**config.mk**
```make
export PLATFORM = sky130hd
export DESIGN_NAME = fetch_unit_flat
export DESIGN_NICKNAME = d
export VERILOG_FILES = /design/src/rtl/fetch_pkg.sv /design/src/rtl/fetch_unit_if.sv /design/src/rtl/fetch_buf.sv /design/src/rtl/fetch_unit.sv /design/src/flat_wrapper.sv
export SDC_FILE = /design/constraint.sdc
export NUM_CORES = 1
export LEC_CHECK = 0
export CORE_MARGIN = 5
export CORE_UTILIZATION = 50
export CTS_CLUSTER_DIAMETER = 120
export DETAILED_ROUTE_END_ITERATION = 7
export PLACE_DENSITY = 0.78
export REMOVE_ABC_BUFFERS = 1
export SLEW_MARGIN = 20
export SYNTH_ARGS = -nofsm -noshare
export SYNTH_HDL_FRONTEND = slang
export SYNTH_SLANG_ARGS = --single-unit
```
**constraint.sdc**
```tcl
create_clock -name clk -period 6.7 [get_ports clk]
set_clock_uncertainty 0.05 [all_clocks]
set_input_delay 2.01 -clock clk [delete_from_list [all_inputs] [get_ports clk]]
set_output_delay 2.01 -clock clk [all_outputs]
set_load 0.01 [all_outputs]
```
**src/rtl/fetch_pkg.sv**
```systemverilog
// fetch_pkg: shared constants and types for the instruction fetch stage.
//   NOP_INSTR       - instruction presented to decode when nothing is valid
//   PC_STEP         - byte increment between sequential fetches
//   FETCH_BUF_DEPTH - entries in the fetch output buffer
//   fetch_entry_t   - one buffered instruction together with its byte PC
package fetch_pkg;

    localparam logic [31:0] NOP_INSTR       = 32'h0000_0013;
    localparam int          PC_STEP         = 4;
    localparam int          FETCH_BUF_DEPTH = 2;
    localparam int          BUF_CNT_W       = $clog2(FETCH_BUF_DEPTH + 1);

    // The entry PC field is sized for the widest supported address; narrower
    // PCs are zero-extended into it.
    localparam int          MAX_ADDR_WIDTH  = 32;

    typedef struct packed {
        logic [MAX_ADDR_WIDTH-1:0] pc;
        logic [31:0]               instr;
    } fetch_entry_t;

endpackage

```
**src/rtl/fetch_unit_if.sv**
```systemverilog
// fetch_unit_if: fetch-to-decode valid/ready channel.
//   if_valid - buffer head holds a valid instruction (fetch -> decode)
//   if_ready - decode accepts the head this cycle      (decode -> fetch)
//   if_instr - head instruction, NOP when not valid    (fetch -> decode)
//   if_pc    - byte PC of the head, 0 when not valid   (fetch -> decode)
interface fetch_unit_if #(
    parameter int ADDR_WIDTH = 32
);
    logic                  if_valid;
    logic                  if_ready;
    logic [31:0]           if_instr;
    logic [ADDR_WIDTH-1:0] if_pc;

    modport master (
        output if_valid,
        output if_instr,
        output if_pc,
        input  if_ready
    );

    modport slave (
        input  if_valid,
        input  if_instr,
        input  if_pc,
        output if_ready
    );
endinterface

```
**src/rtl/fetch_buf.sv**
```systemverilog
// fetch_buf: 2-entry FIFO of fetch_entry_t between the PC/memory side and decode.
//   clk, rst  - clock, asynchronous active-high reset
//   push      - write wr_entry at the tail
//   pop       - drop the head
//   flush     - discard all entries; wins over push and pop
//   wr_entry  - entry to write on push
//   head      - current head entry (meaningful only when not empty)
//   full      - count == FETCH_BUF_DEPTH
//   empty     - count == 0
//   count     - number of valid entries
module fetch_buf
    import fetch_pkg::*;
(
    input  logic                 clk,
    input  logic                 rst,
    input  logic                 push,
    input  logic                 pop,
    input  logic                 flush,
    input  fetch_entry_t         wr_entry,
    output fetch_entry_t         head,
    output logic                 full,
    output logic                 empty,
    output logic [BUF_CNT_W-1:0] count
);

    fetch_entry_t         mem [FETCH_BUF_DEPTH];
    logic                 rd_ptr;
    logic                 wr_ptr;
    logic [BUF_CNT_W-1:0] cnt_q;
    logic                 do_pop;
    logic                 do_push;

    assign empty = (cnt_q == '0);
    assign full  = (cnt_q == BUF_CNT_W'(FETCH_BUF_DEPTH));
    assign count = cnt_q;
    assign head  = mem[rd_ptr];

    // When full, a simultaneous pop frees the slot the write pointer already
    // points at (the old head), so push-with-pop keeps order with no bypass.
    assign do_pop  = pop & ~empty & ~flush;
    assign do_push = push & ~flush & (~full | do_pop);

    always_ff @(posedge clk or posedge rst) begin
        if (rst) begin
            rd_ptr <= 1'b0;
            wr_ptr <= 1'b0;
            cnt_q  <= '0;
            for (int i = 0; i < FETCH_BUF_DEPTH; i++) begin
                mem[i] <= '0;
            end
        end else if (flush) begin
            rd_ptr <= 1'b0;
            wr_ptr <= 1'b0;
            cnt_q  <= '0;
        end else begin
            if (do_push) begin
                mem[wr_ptr] <= wr_entry;
                wr_ptr      <= ~wr_ptr;
            end
            if (do_pop) begin
                rd_ptr <= ~rd_ptr;
            end
            cnt_q <= cnt_q + BUF_CNT_W'(do_push) - BUF_CNT_W'(do_pop);
        end
    end

endmodule

```
**src/rtl/fetch_unit.sv**
```systemverilog
// fetch_unit: instruction fetch stage in front of a combinational word-indexed
// program memory.
//   clk, rst        - clock, asynchronous active-high reset
//   fetch_en        - allow new fetches; buffer still drains when low
//   redirect_valid  - execute requests a PC change (flushes the buffer)
//   redirect_pc     - target byte PC, low two bits ignored
//   imem_address    - word index to memory, pc >> 2
//   imem_data       - memory read data for imem_address, same cycle
//   dec             - valid/ready channel to decode (master side)
module fetch_unit
    import fetch_pkg::*;
#(
    parameter int                    ADDR_WIDTH = 32,
    parameter logic [ADDR_WIDTH-1:0] RESET_PC   = '0
) (
    input  logic                  clk,
    input  logic                  rst,
    input  logic                  fetch_en,
    input  logic                  redirect_valid,
    input  logic [ADDR_WIDTH-1:0] redirect_pc,
    output logic [ADDR_WIDTH-1:0] imem_address,
    input  logic [31:0]           imem_data,
    fetch_unit_if.master          dec
);

    logic [ADDR_WIDTH-1:0] pc;
    logic                  pop;
    logic                  push;
    fetch_entry_t          wr_entry;
    fetch_entry_t          head;
    logic                  buf_full;
    logic                  buf_empty;
    logic [BUF_CNT_W-1:0]  buf_count;
    logic                  unused_redirect_lsb;

    assign unused_redirect_lsb = ^redirect_pc[1:0];

    assign imem_address = {2'b00, pc[ADDR_WIDTH-1:2]};

    // if_valid comes straight from buffer state, so pop never depends
    // combinationally on itself through the outputs.
    assign pop  = dec.if_valid & dec.if_ready;
    assign push = fetch_en & ~redirect_valid & (~buf_full | pop);

    assign wr_entry.pc    = MAX_ADDR_WIDTH'(pc);
    assign wr_entry.instr = imem_data;

    always_ff @(posedge clk or posedge rst) begin
        if (rst) begin
            pc <= RESET_PC;
        end else if (redirect_valid) begin
            pc <= {redirect_pc[ADDR_WIDTH-1:2], 2'b00};
        end else if (push) begin
            pc <= pc + ADDR_WIDTH'(PC_STEP);
        end
    end

    fetch_buf u_fetch_buf (
        .clk      (clk),
        .rst      (rst),
        .push     (push),
        .pop      (pop),
        .flush    (redirect_valid),
        .wr_entry (wr_entry),
        .head     (head),
        .full     (buf_full),
        .empty    (buf_empty),
        .count    (buf_count)
    );

    // Outputs are muxed from registered buffer state only.
    assign dec.if_valid = ~buf_empty;
    assign dec.if_instr = buf_empty ? NOP_INSTR : head.instr;
    assign dec.if_pc    = buf_empty ? '0 : head.pc[ADDR_WIDTH-1:0];

    a_count_in_range : assert property (
        @(posedge clk) disable iff (rst) buf_count <= BUF_CNT_W'(FETCH_BUF_DEPTH)
    );

endmodule

```
**src/flat_wrapper.sv**
```systemverilog
// flat-port wrapper written by rule: the top's interface ports become plain ports
module fetch_unit_flat import fetch_pkg::*;
#(
    parameter int                    ADDR_WIDTH = 32,
    parameter logic [ADDR_WIDTH-1:0] RESET_PC   = '0
)
  (clk, rst, fetch_en, redirect_valid, redirect_pc, imem_address, imem_data, dec_if_valid, dec_if_instr, dec_if_pc, dec_if_ready);
  fetch_unit_if #(.ADDR_WIDTH(ADDR_WIDTH)) dec_i ();
  input  logic clk;
  input  logic rst;
  input  logic fetch_en;
  input  logic redirect_valid;
  input  logic [ADDR_WIDTH-1:0] redirect_pc;
  output logic [ADDR_WIDTH-1:0] imem_address;
  input  logic [31:0] imem_data;
  output wire logic [$bits(dec_i.if_valid)-1:0] dec_if_valid;
  output wire logic [$bits(dec_i.if_instr)-1:0] dec_if_instr;
  output wire logic [$bits(dec_i.if_pc)-1:0] dec_if_pc;
  input wire logic [$bits(dec_i.if_ready)-1:0] dec_if_ready;
  assign dec_if_valid = dec_i.if_valid;
  assign dec_if_instr = dec_i.if_instr;
  assign dec_if_pc = dec_i.if_pc;
  assign dec_i.if_ready = dec_if_ready;
  fetch_unit #(.ADDR_WIDTH(ADDR_WIDTH), .RESET_PC(RESET_PC)) u_core (.clk(clk), .rst(rst), .fetch_en(fetch_en), .redirect_valid(redirect_valid), .redirect_pc(redirect_pc), .imem_address(imem_address), .imem_data(imem_data), .dec(dec_i));
endmodule
```
==> results_dict.tcl, run 1 <==
set metrics [dict create \
    cp-start-kind "flop" \
    avgSynthCellArea_um2 11.7 \
    tritoncts "done" \
    rows 45 \
    gr-usage-all-layers_pct 20.8 \
    syn_area_um2 7570 \
    detail-route-antenna-nets 0 \
    post_cts_resized 0 \
    drt-initial-drc-count 318 \
    synth_cell_types 36 \
    worstSetupPathType "reg2out" \
    grt-ovfl-total 0 \
    worstMarginPinSlew_ns 1.04 \
    synth.area.top_cells "dfrtp_1 (52%), mux2_2 (18%), mux2i_1 (8.3%)" \
    insertion_delay_ns 0.42 \
    slew_headroom_pct 30.2 \
    ir_drop_v 0.000162 \
    period_needed_ns 4.75 \
    grt_max_degree 119 \
    drv_slew 0 \
    yosys.area.top_type_share_pct 52.2 \
    internal-power_mw 2.34 \
    io_pins 166 \
    postCtsSetupBuffers 0 \
    die_h_um 133 \
    io_buffers 159 \
    tns_ns 0 \
    setup.worst_path.end_class "output port" \
    synth-xor-area-share_pct 1.62 \
    setup_viol 0 \
    grt_setup_unrepaired "no" \
    clk_pin_slew_ns 0.06 \
    routabilityCongestion 0.830 \
    avgViaCountPerCell 5.56 \
    hold_path.class "reg2reg" \
    holdPathStages 2 \
    swShare_pct 28.6 \
    hold_violations 0 \
    power.switching_uw 936 \
    synthFlopType "dfrtp_1" \
    fp.coreArea_um2 15000 \
    rr_endpoint "u_core.u_fetch_buf.count[1]" \
    dpl_cell_area_um2 9270 \
    yosys-top-cells-count "dfrtp_1 (158), mux2_2 (122), nor2_1 (82)" \
    wl_um 18000 \
    clockRootBuffer "clkbuf_16" \
    fin_crit_sh_pct 70.9 \
    synth_edf_count 0 \
    grt_pass1_wl_um 29700 \
    area_delta_synth_final_pct 30.4 \
    worstHoldStart "u_core.u_fetch_buf.mem[48]" \
    antenna_cells 0 \
    ys_seq_area_share_pct 52.2 \
    start_util_pct 50.4 \
    fmax_mhz 211 \
    seqPwrFrac_pct 43.5 \
    clock_path_buffers 2 \
    synth_top_area_cell "dfrtp_1" \
    hpwl_um 12000 \
    hold_end "u_core.u_fetch_buf.mem[48]" \
    r2r_start "u_core.u_fetch_buf.count[1]" \
    synthAdderAreaFrac_pct 0.496 \
    ctsHoldBuffers 0 \
    yosysMostFrequentCell "dfrtp_1" \
    powerDensity_nw_per_um2 332 \
    crit_arrival_ns 2.69 \
    p_leak_nw 3.92 \
    fp.dieArea_um2 17700 \
    cp_max_fo 38 \
    synth_top_family_by_area "multiplexers" \
    synth-async-reset-ratio_pct 100 \
    ys_seq_elements 158 \
    cts.sinks 158 \
    drv_cap 0 \
    htreeDepth 4 \
    power_frac_comb_pct 28.0 \
    synth-warning-count 0 \
    postSynthCellCount 645 \
    numCtsBuffers 17 \
    synth-simple-area-share_pct 11.8 \
    die_width_um 133 \
    fin_nets 860 \
    drt_pass1_iterations 4 \
    synth-compound-area-share_pct 4.00 \
    regToRegSetupSlack_ns 3.99 \
    grt_pass1_vias 5888 \
    synthMuxAreaShare_pct 26.5 \
    outcome "finished clean" \
    wire_per_inst_um 18.2 \
    antenna_found_initial 0 \
    drc 0 \
    required_ns 4.64 \
    vias 5492 \
    fin_area_um2 9880 \
    utilization_pct 65.7 \
    layout-drive-gt1-share_pct 21.4 \
    clockPowerShare_pct 28.5 \
    worst_r2r_path_depth 9 \
]
-- cells in the final DEF, fill, tap and decap left out, drive strengths merged --
cell type	n
nand4	12
buf	8
or4	13
xor2	6
mux2i	63
o21ai	18
nand2	33
a31oi	14
mux2	122
o311ai	2
or3	9
clkdlybuf4s50	159
o31ai	10
o211ai	2
bufinv	2
dfrtp	158
nor4	7
clkinv	5
clkbuf	20
and4	5
nor3b	1
or3b	2
inv	7
ha	3
nor3	2
conb	4
clkinvlp	5
nor2	82
nor2b	1
a32oi	2
xnor2	8
or4b	2
nand3	13
-- cell type report --
class                      instances  area (µm²)
fill                            1142        5160
sequential                       158        3960
multi-input combinational        436        3390
timing repair buffer             167        1680
clock buffer                      20         457
tap                              188         235
clock inverter                    11         118
inverter                           8        37.5
-- critical path, stage by stage (launching register included) --
cell and delay, ns:
dfrtp_1 0.44, nor2_4 0.82, buf_4 0.41, nor2_1 0.11, clkdlybuf4s50_1 0.49
-- power by group through the flow --
stage / Clock, mW / Sequential, mW / Combinational, mW
global placement: 0 / 1.43 / 0.876
floorplan: 0 / 1.40 / 0.553
CTS: 0.951 / 1.44 / 0.908
finish: 0.935 / 1.42 / 0.917
detailed placement: 0 / 1.46 / 0.903
global route: 0.992 / 1.46 / 1.00
-- per-layer routing --
layer | part of all wire [%] | vias to the layer above | GRT usage (%)
li1 | - | 2596 | -
met1 | 43 | 2718 | 25.8
met2 | 49 | 158 | 35.0
met3 | 5.9 | 20 | 5.93
met4 | 1.3 | 0 | 6.93
met5 | 0 | - | 0
-- worst max-delay path by stage --
stage / slack [ns] / to / start / cells past startpoint
final: 1.95 / dec_if_pc[22] / u_core.u_fetch_buf.count[1] / 4
after global routing: 1.71 / dec_if_instr[4] / u_core.u_fetch_buf.count[1] / 4
after CTS: 1.87 / dec_if_instr[0] / u_core.u_fetch_buf.count[1] / 4
after detailed placement: 1.96 / u_core.u_fetch_buf.mem[7] / dec_if_ready / 5
after global placement: 2.01 / u_core.u_fetch_buf.mem[62] / dec_if_ready / 5
after floorplan: 0.38 / u_core.pc[10] / rst / 1
-- cells by family after synthesis --
family / after synthesis
other: 1
AOI/OAI and AO/OA: 48
DFF: 158
buffers and inverters: 54
and+or+nand+nor: 182
adders and majority gates: 3
xor gates and xnor gates: 14
muxes: 185
-- flip-flops by register name, indices dropped and copies added (netlist names) --
| register | flops |
|---|---|
| u_core.u_fetch_buf.count | 2 |
| u_core.pc | 30 |
| u_core.u_fetch_buf.rd_ptr | 1 |
| u_core.u_fetch_buf.wr_ptr | 1 |
| u_core.u_fetch_buf.mem | 124 |
-- metrics by stage --
stage	instances	power, mW	hold WS, ns	setup WS (ns)
finish	988	3.27	0.439	1.95
detailed placement	956	2.36	0.431	1.96
global route	988	3.46	0.463	1.71
floorplan	602	1.95	0.400	0.377
global placement	956	2.31	0.412	2.01
CTS	987	3.30	0.444	1.87
Power figures use the tool's default switching activity.
==> run 2: changes to the inputs <==
==> constraint.sdc (replaced) <==
create_clock -name clk -period 4.5 [get_ports clk]
set_clock_uncertainty 0.05 [all_clocks]
set_input_delay 1.35 -clock clk [delete_from_list [all_inputs] [get_ports clk]]
set_output_delay 1.35 -clock clk [all_outputs]
set_load 0.01 [all_outputs]
==> run 2 against run 1 <==
Net effect: highest routed layer unchanged; register-to-register slack got worse by 1.9 ns; critical endpoint is now dec_if_pc[18]; non-clock buffer count is 3 higher; global-route usage grew 0.12 points; combinational power grew 49%; sequential cell count unchanged; largest cell class unchanged.
==> results_dict.tcl, run 2 (synthesis gave the netlist of run 1 again) <==
set metrics [dict create \
    fmax_mhz 262 \
    clockRootBuffer "clkbuf_16" \
    setup_viol 0 \
    drt_pass1_iterations 4 \
    crit_arrival_ns 2.42 \
    seqPwrFrac_pct 44.0 \
    numCtsBuffers 17 \
    drv_cap 0 \
    tns_ns 0 \
    utilization_pct 65.8 \
    io_pins 166 \
    cp_num_buf_inv 2 \
    worstMarginPinSlew_ns 0.779 \
    gr-usage-all-layers_pct 20.9 \
    critPathMaxStageDelay_ns 0.91 \
    drv_slew 0 \
    clockPowerShare_pct 27.7 \
    outcome "finished clean" \
    vias 5559 \
    io_buffers 159 \
    place_ws_ns 0.758 \
    multi_input_area_um2 3390 \
    start_util_pct 50.4 \
    cts.sinks 158 \
    setup.worst_path.end_class "output port" \
    worstSetupPathType "reg2out" \
    grt_setup_unrepaired "no" \
    stdcell_count 992 \
    hold_violations 0 \
    insertion_delay_ns 0.41 \
    detail-route-antenna-nets 0 \
    wl_um 18100 \
    fp.coreArea_um2 15000 \
    period_needed_ns 3.82 \
    fin_area_um2 9890 \
    slew_headroom_pct 48.1 \
    power_frac_comb_pct 28.3 \
    largest_reg_flops 124 \
    hold_path.class "reg2reg" \
    fillers 1162 \
    top_register "u_core.u_fetch_buf.mem" \
    clk_pin_slew_ns 0.06 \
    grt-ovfl-total 0 \
    die_width_um 133 \
    hpwl_um 12300 \
    cp_top_family "flip-flops" \
    fin_ws_ns 0.677 \
    layout_commonest_cell "clkdlybuf4s50_1" \
    layout-drive-gt1-share_pct 21.6 \
    clock_path_buffers 2 \
    p_leak_nw 3.93 \
    wire_per_inst_um 18.2 \
    rows 45 \
    fin_crit_sh_pct 85.0 \
    final_cell_mix "clkdlybuf4s50_1 (159), dfrtp_1 (157), mux2_2 (122), nor2_1 (80), mux2i_1 (63)" \
    path_cells "buf_12, mux2i_1, nor2_1, clkdlybuf4s50_1" \
    finalHoldWorstSlack_ns 0.450 \
    tritoncts "done" \
    fin_total_pwr_mw 4.84 \
    grt_max_degree 84 \
    area_delta_synth_final_pct 30.7 \
    fin_nets 863 \
    power.switching_mw 1.40 \
    swShare_pct 28.9 \
    powerDensity_nw_per_um2 489 \
    avgViaCountPerCell 5.60 \
    grt_pass1_vias 5929 \
    cp-start-kind "flop" \
    drt-initial-drc-count 372 \
    htreeDepth 4 \
    routabilityCongestion 0.847 \
    ctsHoldBuffers 0 \
    drc 0 \
    dp.cells 960 \
    fp.dieArea_um2 17700 \
    dpl_cell_area_um2 9340 \
    regArea_um2 3960 \
    internal-power_mw 3.44 \
    postCtsSetupBuffers 0 \
    die_h_um 133 \
    post_cts_resized 0 \
    ir_drop_v 0.000251 \
    grt_pass1_wl_um 30000 \
    required_ns 3.10 \
    antenna_found_initial 0 \
    antenna_cells 0 \
    critPathSlowestCell "dfrtp_4" \
    cp_max_fo 37 \
]
-- run 2: area by class of cell --
class                           instances  share of cell area [%]
Timing Repair Buffer                  170                    17.4
Clock inverter                         11                   0.936
Sequential cell                       158                    40.0
Inverter                                8                   0.354
Tap cell                              188                    2.38
Clock buffer                           21                    4.65
Multi-Input combinational cell        436                    34.2
-- run 2: worst paths after layout --
kind | from | to | slack [ns] | depth (start not counted)
worst max-delay path | u_core.u_fetch_buf.rd_ptr | dec_if_pc[18] | 0.68 | 4
worst min-delay path | u_core.u_fetch_buf.mem[49] | u_core.u_fetch_buf.mem[49] | 0.45 | 2
worst max register to register | u_core.pc[11] | u_core.pc[30] | 2.08 | 4
worst min register to register | u_core.u_fetch_buf.mem[49] | u_core.u_fetch_buf.mem[49] | 0.45 | 2
max in group asynchronous | rst | u_core.u_fetch_buf.mem[50] | 2.06 | 3
min in group asynchronous | rst | u_core.u_fetch_buf.mem[19] | 1.38 | 2
-- run 2: per-layer routing --
layer	vias up	GRT usage [%]	wire [µm]	share of wire, %
met5	-	0	0	0
met2	164	34.8	8970	50
met3	12	5.29	1040	5.8
met4	0	6.81	154	0.85
li1	2601	-	-	-
met1	2782	26.8	7900	44
-- run 2: worst register-to-register path, delay by kind of cell (launching register included) --
kind	cells	cell delay, ns
compound gates	1	0.19
flops	1	0.50
simple gates	3	1.60
-- run 2: power by group through the flow --
stage                     Combinational, mW  Sequential (mW)  Clock [mW]
after floorplan                       0.823             2.08           0
after global placement                 1.34             2.11           0
after detailed placement               1.39             2.15           0
after CTS                              1.39             2.13        1.37
after global routing                   1.50             2.19        1.42
final                                  1.37             2.13        1.34
